<file path="config.mk">
export PLATFORM = sky130hd
export DESIGN_NAME = pla_onset_extractor_flat
export DESIGN_NICKNAME = d
export VERILOG_FILES = /design/src/rtl/pla_onset_extractor_if.sv /design/src/rtl/pla_onset_extractor.sv /design/src/flat_wrapper.sv
export SDC_FILE = /design/constraint.sdc
export NUM_CORES = 1
export LEC_CHECK = 0
export ABC_AREA = 1
export ABC_CLOCK_PERIOD_IN_PS = 3150
export CORE_UTILIZATION = 30
export DETAILED_ROUTE_END_ITERATION = 10
export PLACE_DENSITY_LB_ADDON = 0.1
export RECOVER_POWER = 25
export SYNTH_ARGS = -nofsm -noshare
export SYNTH_HDL_FRONTEND = slang
export SYNTH_SLANG_ARGS = --single-unit
</file>
<file path="constraint.sdc">
create_clock -name clk -period 3.15 [get_ports clk]
set_input_delay 0.7875 -clock clk [delete_from_list [all_inputs] [get_ports clk]]
set_output_delay 0.7875 -clock clk [all_outputs]
set_load 0.05 [all_outputs]
</file>
<file path="src/rtl/pla_onset_extractor_if.sv">
// Bus bundle for pla_onset_extractor: sweep control, function drive/sample
// and the minterm valid/ready stream. Optional polarity input exists only
// when PLA_OFFSET_EXTRACT_EN is defined.
interface pla_onset_extractor_if #(
    parameter int N_IN = 15
);
    logic            start;
    logic [N_IN-1:0] x_out;
    logic            y_in;
    logic            busy;
    logic            done;
    logic            m_valid;
    logic            m_ready;
    logic [N_IN-1:0] m_data;
    logic [N_IN:0]   onset_count;
`ifdef PLA_OFFSET_EXTRACT_EN
    logic            polarity;

    // extractor side
    modport master (
        input  start, y_in, m_ready, polarity,
        output x_out, busy, done, m_valid, m_data, onset_count
    );
    // function-under-test / consumer side
    modport slave (
        output start, y_in, m_ready, polarity,
        input  x_out, busy, done, m_valid, m_data, onset_count
    );
`else
    // extractor side
    modport master (
        input  start, y_in, m_ready,
        output x_out, busy, done, m_valid, m_data, onset_count
    );
    // function-under-test / consumer side
    modport slave (
        output start, y_in, m_ready,
        input  x_out, busy, done, m_valid, m_data, onset_count
    );
`endif
endinterface

</file>
<file path="src/rtl/pla_onset_extractor.sv">
// pla_onset_extractor: walks x_out through every input vector in ascending
// order, waits EVAL_LAT cycles for the function output to settle, and
// streams each vector whose output equals the target as a minterm.
// Optional feature macro: PLA_OFFSET_EXTRACT_EN (adds polarity input; the
// target value is latched from it on the accepted start).
module pla_onset_extractor #(
    parameter int N_IN     = 15,
    parameter int EVAL_LAT = 0
) (
    input logic                    clk,
    input logic                    rst,
    pla_onset_extractor_if.master  bus
);
    typedef enum logic [1:0] {S_IDLE, S_SETTLE, S_EMIT, S_DONE} state_t;

    localparam logic [3:0]      LAT     = 4'(EVAL_LAT);
    localparam logic [3:0]      SET_ONE = 4'd1;
    localparam logic [N_IN-1:0] X_ONE   = 1;
    localparam logic [N_IN:0]   CNT_ONE = 1;

    state_t          state_q, state_d;
    logic [N_IN-1:0] x_q, x_d;
    logic [N_IN-1:0] data_q, data_d;
    logic [N_IN:0]   cnt_q, cnt_d;
    logic [3:0]      settle_q, settle_d;
    logic            tgt_q, tgt_d;
    logic            adv;

    // State register: all sweep state, synchronous reset
    always_ff @(posedge clk) begin
        if (rst) begin
            state_q  <= S_IDLE;
            x_q      <= '0;
            data_q   <= '0;
            cnt_q    <= '0;
            settle_q <= '0;
            tgt_q    <= 1'b1;
        end else begin
            state_q  <= state_d;
            x_q      <= x_d;
            data_q   <= data_d;
            cnt_q    <= cnt_d;
            settle_q <= settle_d;
            tgt_q    <= tgt_d;
        end
    end

    // Next-state: settle countdown, hit/miss decision and vector advance
    always_comb begin
        state_d  = state_q;
        x_d      = x_q;
        data_d   = data_q;
        cnt_d    = cnt_q;
        settle_d = settle_q;
        tgt_d    = tgt_q;
        adv      = 1'b0;
        case (state_q)
            S_IDLE: begin
                if (bus.start) begin
                    x_d      = '0;
                    settle_d = LAT;
                    cnt_d    = '0;
`ifdef PLA_OFFSET_EXTRACT_EN
                    tgt_d    = bus.polarity;
`else
                    tgt_d    = 1'b1;
`endif
                    state_d  = S_SETTLE;
                end
            end
            S_SETTLE: begin
                if (settle_q != 4'd0) begin
                    settle_d = settle_q - SET_ONE;
                end else if (bus.y_in == tgt_q) begin
                    data_d  = x_q;
                    cnt_d   = cnt_q + CNT_ONE;
                    state_d = S_EMIT;
                end else begin
                    adv = 1'b1;
                end
            end
            S_EMIT: begin
                if (bus.m_ready) adv = 1'b1;
            end
            S_DONE: begin
                state_d = S_IDLE;
            end
            default: state_d = S_IDLE;
        endcase
        // Advance shares the edge with the miss / handshake that caused it
        if (adv) begin
            if (&x_q) begin
                state_d = S_DONE;
            end else begin
                x_d      = x_q + X_ONE;
                settle_d = LAT;
                state_d  = S_SETTLE;
            end
        end
    end

    // Outputs: status decoded from state, data straight from registers
    always_comb begin
        bus.busy        = (state_q == S_SETTLE) || (state_q == S_EMIT);
        bus.done        = (state_q == S_DONE);
        bus.m_valid     = (state_q == S_EMIT);
        bus.x_out       = x_q;
        bus.m_data      = data_q;
        bus.onset_count = cnt_q;
    end
endmodule

</file>
<file path="src/flat_wrapper.sv">
// flat-port wrapper written by rule: the top's interface ports become plain ports
module pla_onset_extractor_flat 
#(
    parameter int N_IN     = 15,
    parameter int EVAL_LAT = 0
)
  (clk, rst, bus_start, bus_y_in, bus_m_ready, bus_x_out, bus_busy, bus_done, bus_m_valid, bus_m_data, bus_onset_count);
  pla_onset_extractor_if #(.N_IN(N_IN)) bus_i ();
  input logic clk;
  input logic rst;
  input wire logic [$bits(bus_i.start)-1:0] bus_start;
  input wire logic [$bits(bus_i.y_in)-1:0] bus_y_in;
  input wire logic [$bits(bus_i.m_ready)-1:0] bus_m_ready;
  output wire logic [$bits(bus_i.x_out)-1:0] bus_x_out;
  output wire logic [$bits(bus_i.busy)-1:0] bus_busy;
  output wire logic [$bits(bus_i.done)-1:0] bus_done;
  output wire logic [$bits(bus_i.m_valid)-1:0] bus_m_valid;
  output wire logic [$bits(bus_i.m_data)-1:0] bus_m_data;
  output wire logic [$bits(bus_i.onset_count)-1:0] bus_onset_count;
  assign bus_i.start = bus_start;
  assign bus_i.y_in = bus_y_in;
  assign bus_i.m_ready = bus_m_ready;
  assign bus_x_out = bus_i.x_out;
  assign bus_busy = bus_i.busy;
  assign bus_done = bus_i.done;
  assign bus_m_valid = bus_i.m_valid;
  assign bus_m_data = bus_i.m_data;
  assign bus_onset_count = bus_i.onset_count;
  pla_onset_extractor #(.N_IN(N_IN), .EVAL_LAT(EVAL_LAT)) u_core (.clk(clk), .rst(rst), .bus(bus_i));
endmodule
</file>
After elaboration in Yosys (flattened, before gate mapping)
Cells that the tools add are included.
{ "word_totals": {"reg_bits": 52, "output_inout_bits": 49, "word_cells": 50} }
{ "op_classes": {"add_sub_neg": 3, "eq_ne": 9, "n_mux": 23, "bitwise_logic": 1, "n_reduce_logical": 9} }
{ "ops": {"columns": ["op", "count"], "rows": [
  ["$mux W15", 4],
  ["$mux W16", 3],
  ["$pmux W16 S2", 1],
  ["$add A16 B1 Y16 const B", 1],
  ["$mux W4", 4],
  ["$add A15 B1 Y15 const B", 1],
  ["$reduce_and A15 Y1", 1],
  ["$mux W2", 5],
  ["$pmux W4 S2", 1],
  ["$reduce_and A4 Y1", 2],
  ["$reduce_bool A4 Y1", 2],
  ["$ne A3 B2 Y1 const B", 2],
  ["$pmux W2 S3", 1],
  ["$eq A2 B2 Y1 const B", 2],
  ["$ne A2 B2 Y1 const B", 2],
  ["$sub A4 B1 Y4 const B", 1],
  ["$mux W1", 3],
  ["$ne A3 B1 Y1 const B", 1],
  ["$reduce_and A3 Y1", 1],
  ["$eq A2 B1 Y1 const B", 1],
  ["$logic_not A2 Y1", 1],
  ["$ne A2 B1 Y1 const B", 1],
  ["$pmux W1 S2", 1],
  ["$reduce_bool A2 Y1", 1],
  ["other kinds (2)", 2]
]} }

Longest topological paths before layout
{ "depth": {"ltp_word": 5, "ltp_mapped": 12, "depth_no_buf": 12} }

Least setup slack after synthesis
OpenSTA, ideal clock, no wires.
{ "synth_timing": {"path_type": "register to register", "from": "register u_core.x_q[0], in the netlist u_core.bus.x_out[0]", "to": "register u_core.x_q[14], in the netlist u_core.bus.x_out[14]", "t_arrival_ps": 1771, "required_time_ps": 3034, "path_slack_ps": 1263, "path_stages_with_launch": 9, "period_less_slack_ps": 1887, "path_cell_list": "dfxtp_1 ha_1 nand2_1 nor2_1 nand4_1 nand2_2 nand2_1 nand2_1 nor2_1"} }
{ "synth_via": {"elab_chain_len": 3} }
{ "synth_lines": {"columns": ["element", "line_no", "text"], "rows": [
  ["from (decl)", "pla_onset_extractor.sv:22", "logic [N_IN-1:0] x_q, x_d;"],
  ["from (signal assigned)", "pla_onset_extractor.sv:33", "x_q <= '0;"],
  ["from (signal assigned)", "pla_onset_extractor.sv:40", "x_q <= x_d;"],
  ["$add A15 B1 Y15 / $reduce_and A15 Y1 (equally long branches)", "pla_onset_extractor.sv:95, pla_onset_extractor.sv:92", null],
  ["$mux W15 *", "pla_onset_extractor.sv:92", "if (&x_q) begin"],
  ["$mux W15 *", "pla_onset_extractor.sv:91", "if (adv) begin"]
]} }
Every way passes the cells marked *; elsewhere a longest branch is shown, timed or not.
A chain may end at the register's enable or synchronous reset.

Worst setup path after layout
{ "layout_timing": {"from": "register u_core.state_q[0]", "to": "output bus_busy"} }
{ "layout_via": {"elab_chain_len": 2} }
{ "layout_lines": {"columns": ["element", "line_no", "text"], "rows": [
  ["from (decl)", "pla_onset_extractor.sv:21", "state_t state_q, state_d;"],
  ["from (signal assigned)", "pla_onset_extractor.sv:39", "state_q <= state_d;"],
  ["$eq A2 B1 Y1 / $eq A2 B2 Y1 (equally long branches)", "pla_onset_extractor.sv:104", "bus.busy = (state_q == S_SETTLE) || (state_q == S_EMIT);"],
  ["$logic_or A1 B1 Y1 *", "pla_onset_extractor.sv:104", null],
  ["to (decl)", "flat_wrapper.sv:15", "output wire logic [$bits(bus_i.busy)-1:0] bus_busy;"]
]} }
Marked as above.

==> metrics <==
Reg area=1040 sq um; post-DP HPWL=5560 microns; row count=35; Layout area overhead=27.1%; CP max FO=4; Syn Nets=435; R2R setup slack=0.83 ns; CTS Root Cell=clkbuf_8; vias per inst=4.80; clock slew seen by the registers of the worst setup and hold paths=0.10 ns; Final min period=2.70 ns; height of the die=99.2 microns; residual DRC count=0; cells on worst reg2reg path=7; Final Hold Vio Count=0; Clock Skew=0.0101 ns; first-pass GRT wire length=13,000 microns; drt pass-1 iters=4; Sw Pwr=0.765 mW; Initial DRC Count=85; Switching Fraction=0.376; die footprint=9840 sq um; number of nets in the layout=487; clk buf depth=2; RSZ-0062 raised after global routing=no; synthesized flop and latch total=52; CP Launch Type=flop; DR vias=2,819; total gr overflow=0; Max Clk Rate=0.370 GHz; Hold WS=0.454 ns; Yosys Warn Count=0; # fillers=1,001; max-slew violations=0; worst r2r dst=u_core.bus.m_data[11]; number of distinct library cells after synthesis=33; initial antenna violation count=0; non-filler cells, final=587; Setup violations, final=0; Die Wd=99.2 microns; I/O Buffers=53; Worst EP required=2.36 ns; main area contributors after synthesis=dfxtp_1 37%, nand2_1 13%, a21oi_1 8.6%; multi-input logic area=1530 sq um; setup repair bufs after CTS=0; Hold Crit Depth=2; H-tree depth=2; antenna diode count=0; Core Area=9200 sq um; Reg power frac=0.351; CTS tree=yes; commonest non-fill, non-tap cell in the layout=nand2_1; outcome=complete, no violations; Clock Latency Late Sink=0.31 ns; Synth Instances=423; Worst Hold Endpoint=u_core.bus.m_data[0]; VDD IR max=0.270 mV; Synth Area per Inst=6.70 sq um; most frequent cells in the layout=99 x nand2_1, 66 x nor2_1, 52 x dfxtp_1; DP Cell Count=579; final wirelength=7670 microns; Hold/Removal Path Class=reg2reg; TritonCTS Buffers=5; total power=2.04 mW; gpl congestion=0.805; Crit Path Category=reg2out; largest net degree at the start of global routing=31; All-Layer GR Usage=0.164; Arr. time, crit path=1.92 ns; Final ANT Viol Nets=0; Comb power frac=0.333; DR WL/cell=13.1 microns; vias in the first global route=2,694; Cell Int Power=1.27 mW; Worst Min Path Start=u_core.bus.m_data[0]; reg2reg start=u_core.state_q[1]; I/O pins=54; # Max-Cap Violations=0; post_cts resized=0; clock share of power=0.316; sequential fraction of the synthesis area=0.367; post-synth top area share=0.367; synthesized cell area=2840 sq um; Initial Utilization=0.308; Pwr Density=565 nW/um^2; Clock Sinks=52; worst slew pin tran=1.24 ns; Setup TNS=0 ns; Pleak=1.34 nW; period utilization=0.858; Worst Setup End Kind=primary output; Slew headroom=0.173; cell taking the most area after synthesis=dfxtp_1; share of layout cells above drive strength 1=0.0651; Final Util=0.392; CTS Hold Bufs=0
## worst max-delay path, stage by stage (launching register included)
cell and delay [ns]:
dfxtp_1 0.40, inv_1 0.08, ha_1 0.32, clkdlybuf4s50_1 0.81
## stage by stage
stage / cell area [sq um] / worst slack (ns)
after CTS: 3630 / 0.429
final: 3600 / 0.446
after global placement: 3470 / 0.545
after global routing: 3600 / 0.338
after floorplan: 2840 / 1.26
after detailed placement: 3470 / 0.490
## kinds of logic after synthesis
| family | after synthesis | synth area share |
|---|---|---|
| AO/OA/AOI/OAI | 71 | 0.134 |
| XOR/XNOR | 6 | 0.0185 |
| adder cells (fa/ha/maj) | 7 | 0.0309 |
| buffers and inverters | 59 | 0.0847 |
| flip-flops | 52 | 0.367 |
| AND/OR/NAND/NOR | 228 | 0.365 |
## flip-flops by register name, summed over array words and instances, names as in the netlist
signal,cells
u_core.bus.onset_count,16
u_core.settle_q,4
u_core.bus.m_data,15
u_core.state_q,2
u_core.bus.x_out,15
## final cells by class
class / instances / area share
sequential: 52 / 0.289
tap: 111 / 0.0385
multi-input combinational: 312 / 0.425
clock buffer: 5 / 0.0191
clock inverter: 3 / 0.0250
timing repair buffer: 57 / 0.154
inverter: 47 / 0.0489
## worst max path at each step
stage / to / from / cells after the start / slack, ns
after floorplan: u_core.bus.x_out[14] / u_core.bus.x_out[0] / 8 / 1.26
after global placement: u_core.bus.onset_count[10] / bus_start / 8 / 0.55
after detailed placement: u_core.bus.onset_count[10] / bus_start / 8 / 0.49
after CTS: bus_busy / u_core.state_q[0] / 3 / 0.43
after global routing: u_core.bus.m_data[0] / bus_y_in / 5 / 0.34
final: bus_busy / u_core.state_q[0] / 3 / 0.45
## routing by layer
layer,vias up,share of wire,track usage
met5,-,0,0
met4,0,0.0074,0.0441
met3,4,0.035,0.0274
met2,43,0.48,0.282
met1,1303,0.47,0.211
li1,1469,-,-
## power groups by stage
| stage | Combinational, mW | Clock, mW | Sequential, mW |
|---|---|---|---|
| floorplan | 0.478 | 0 | 0.796 |
| global placement | 0.696 | 0 | 0.730 |
| detailed placement | 0.698 | 0 | 0.730 |
| CTS | 0.699 | 0.666 | 0.715 |
| global route | 0.746 | 0.688 | 0.722 |
| finish | 0.678 | 0.645 | 0.715 |
## synth_stat cells (all sizes together)
library cell,instances
nand4,11
o22ai,1
nor3,11
ha,7
o21bai,1
buf,6
clkbuf,6
xnor2,2
a211oi,1
a21oi,51
nand3,27
and3,1
nor2,74
o21ai,15
inv,46
clkinv,1
a31oi,2
xor2,4
dfxtp,52
nand2,103
and2,1
Power figures use the tool's default switching activity.
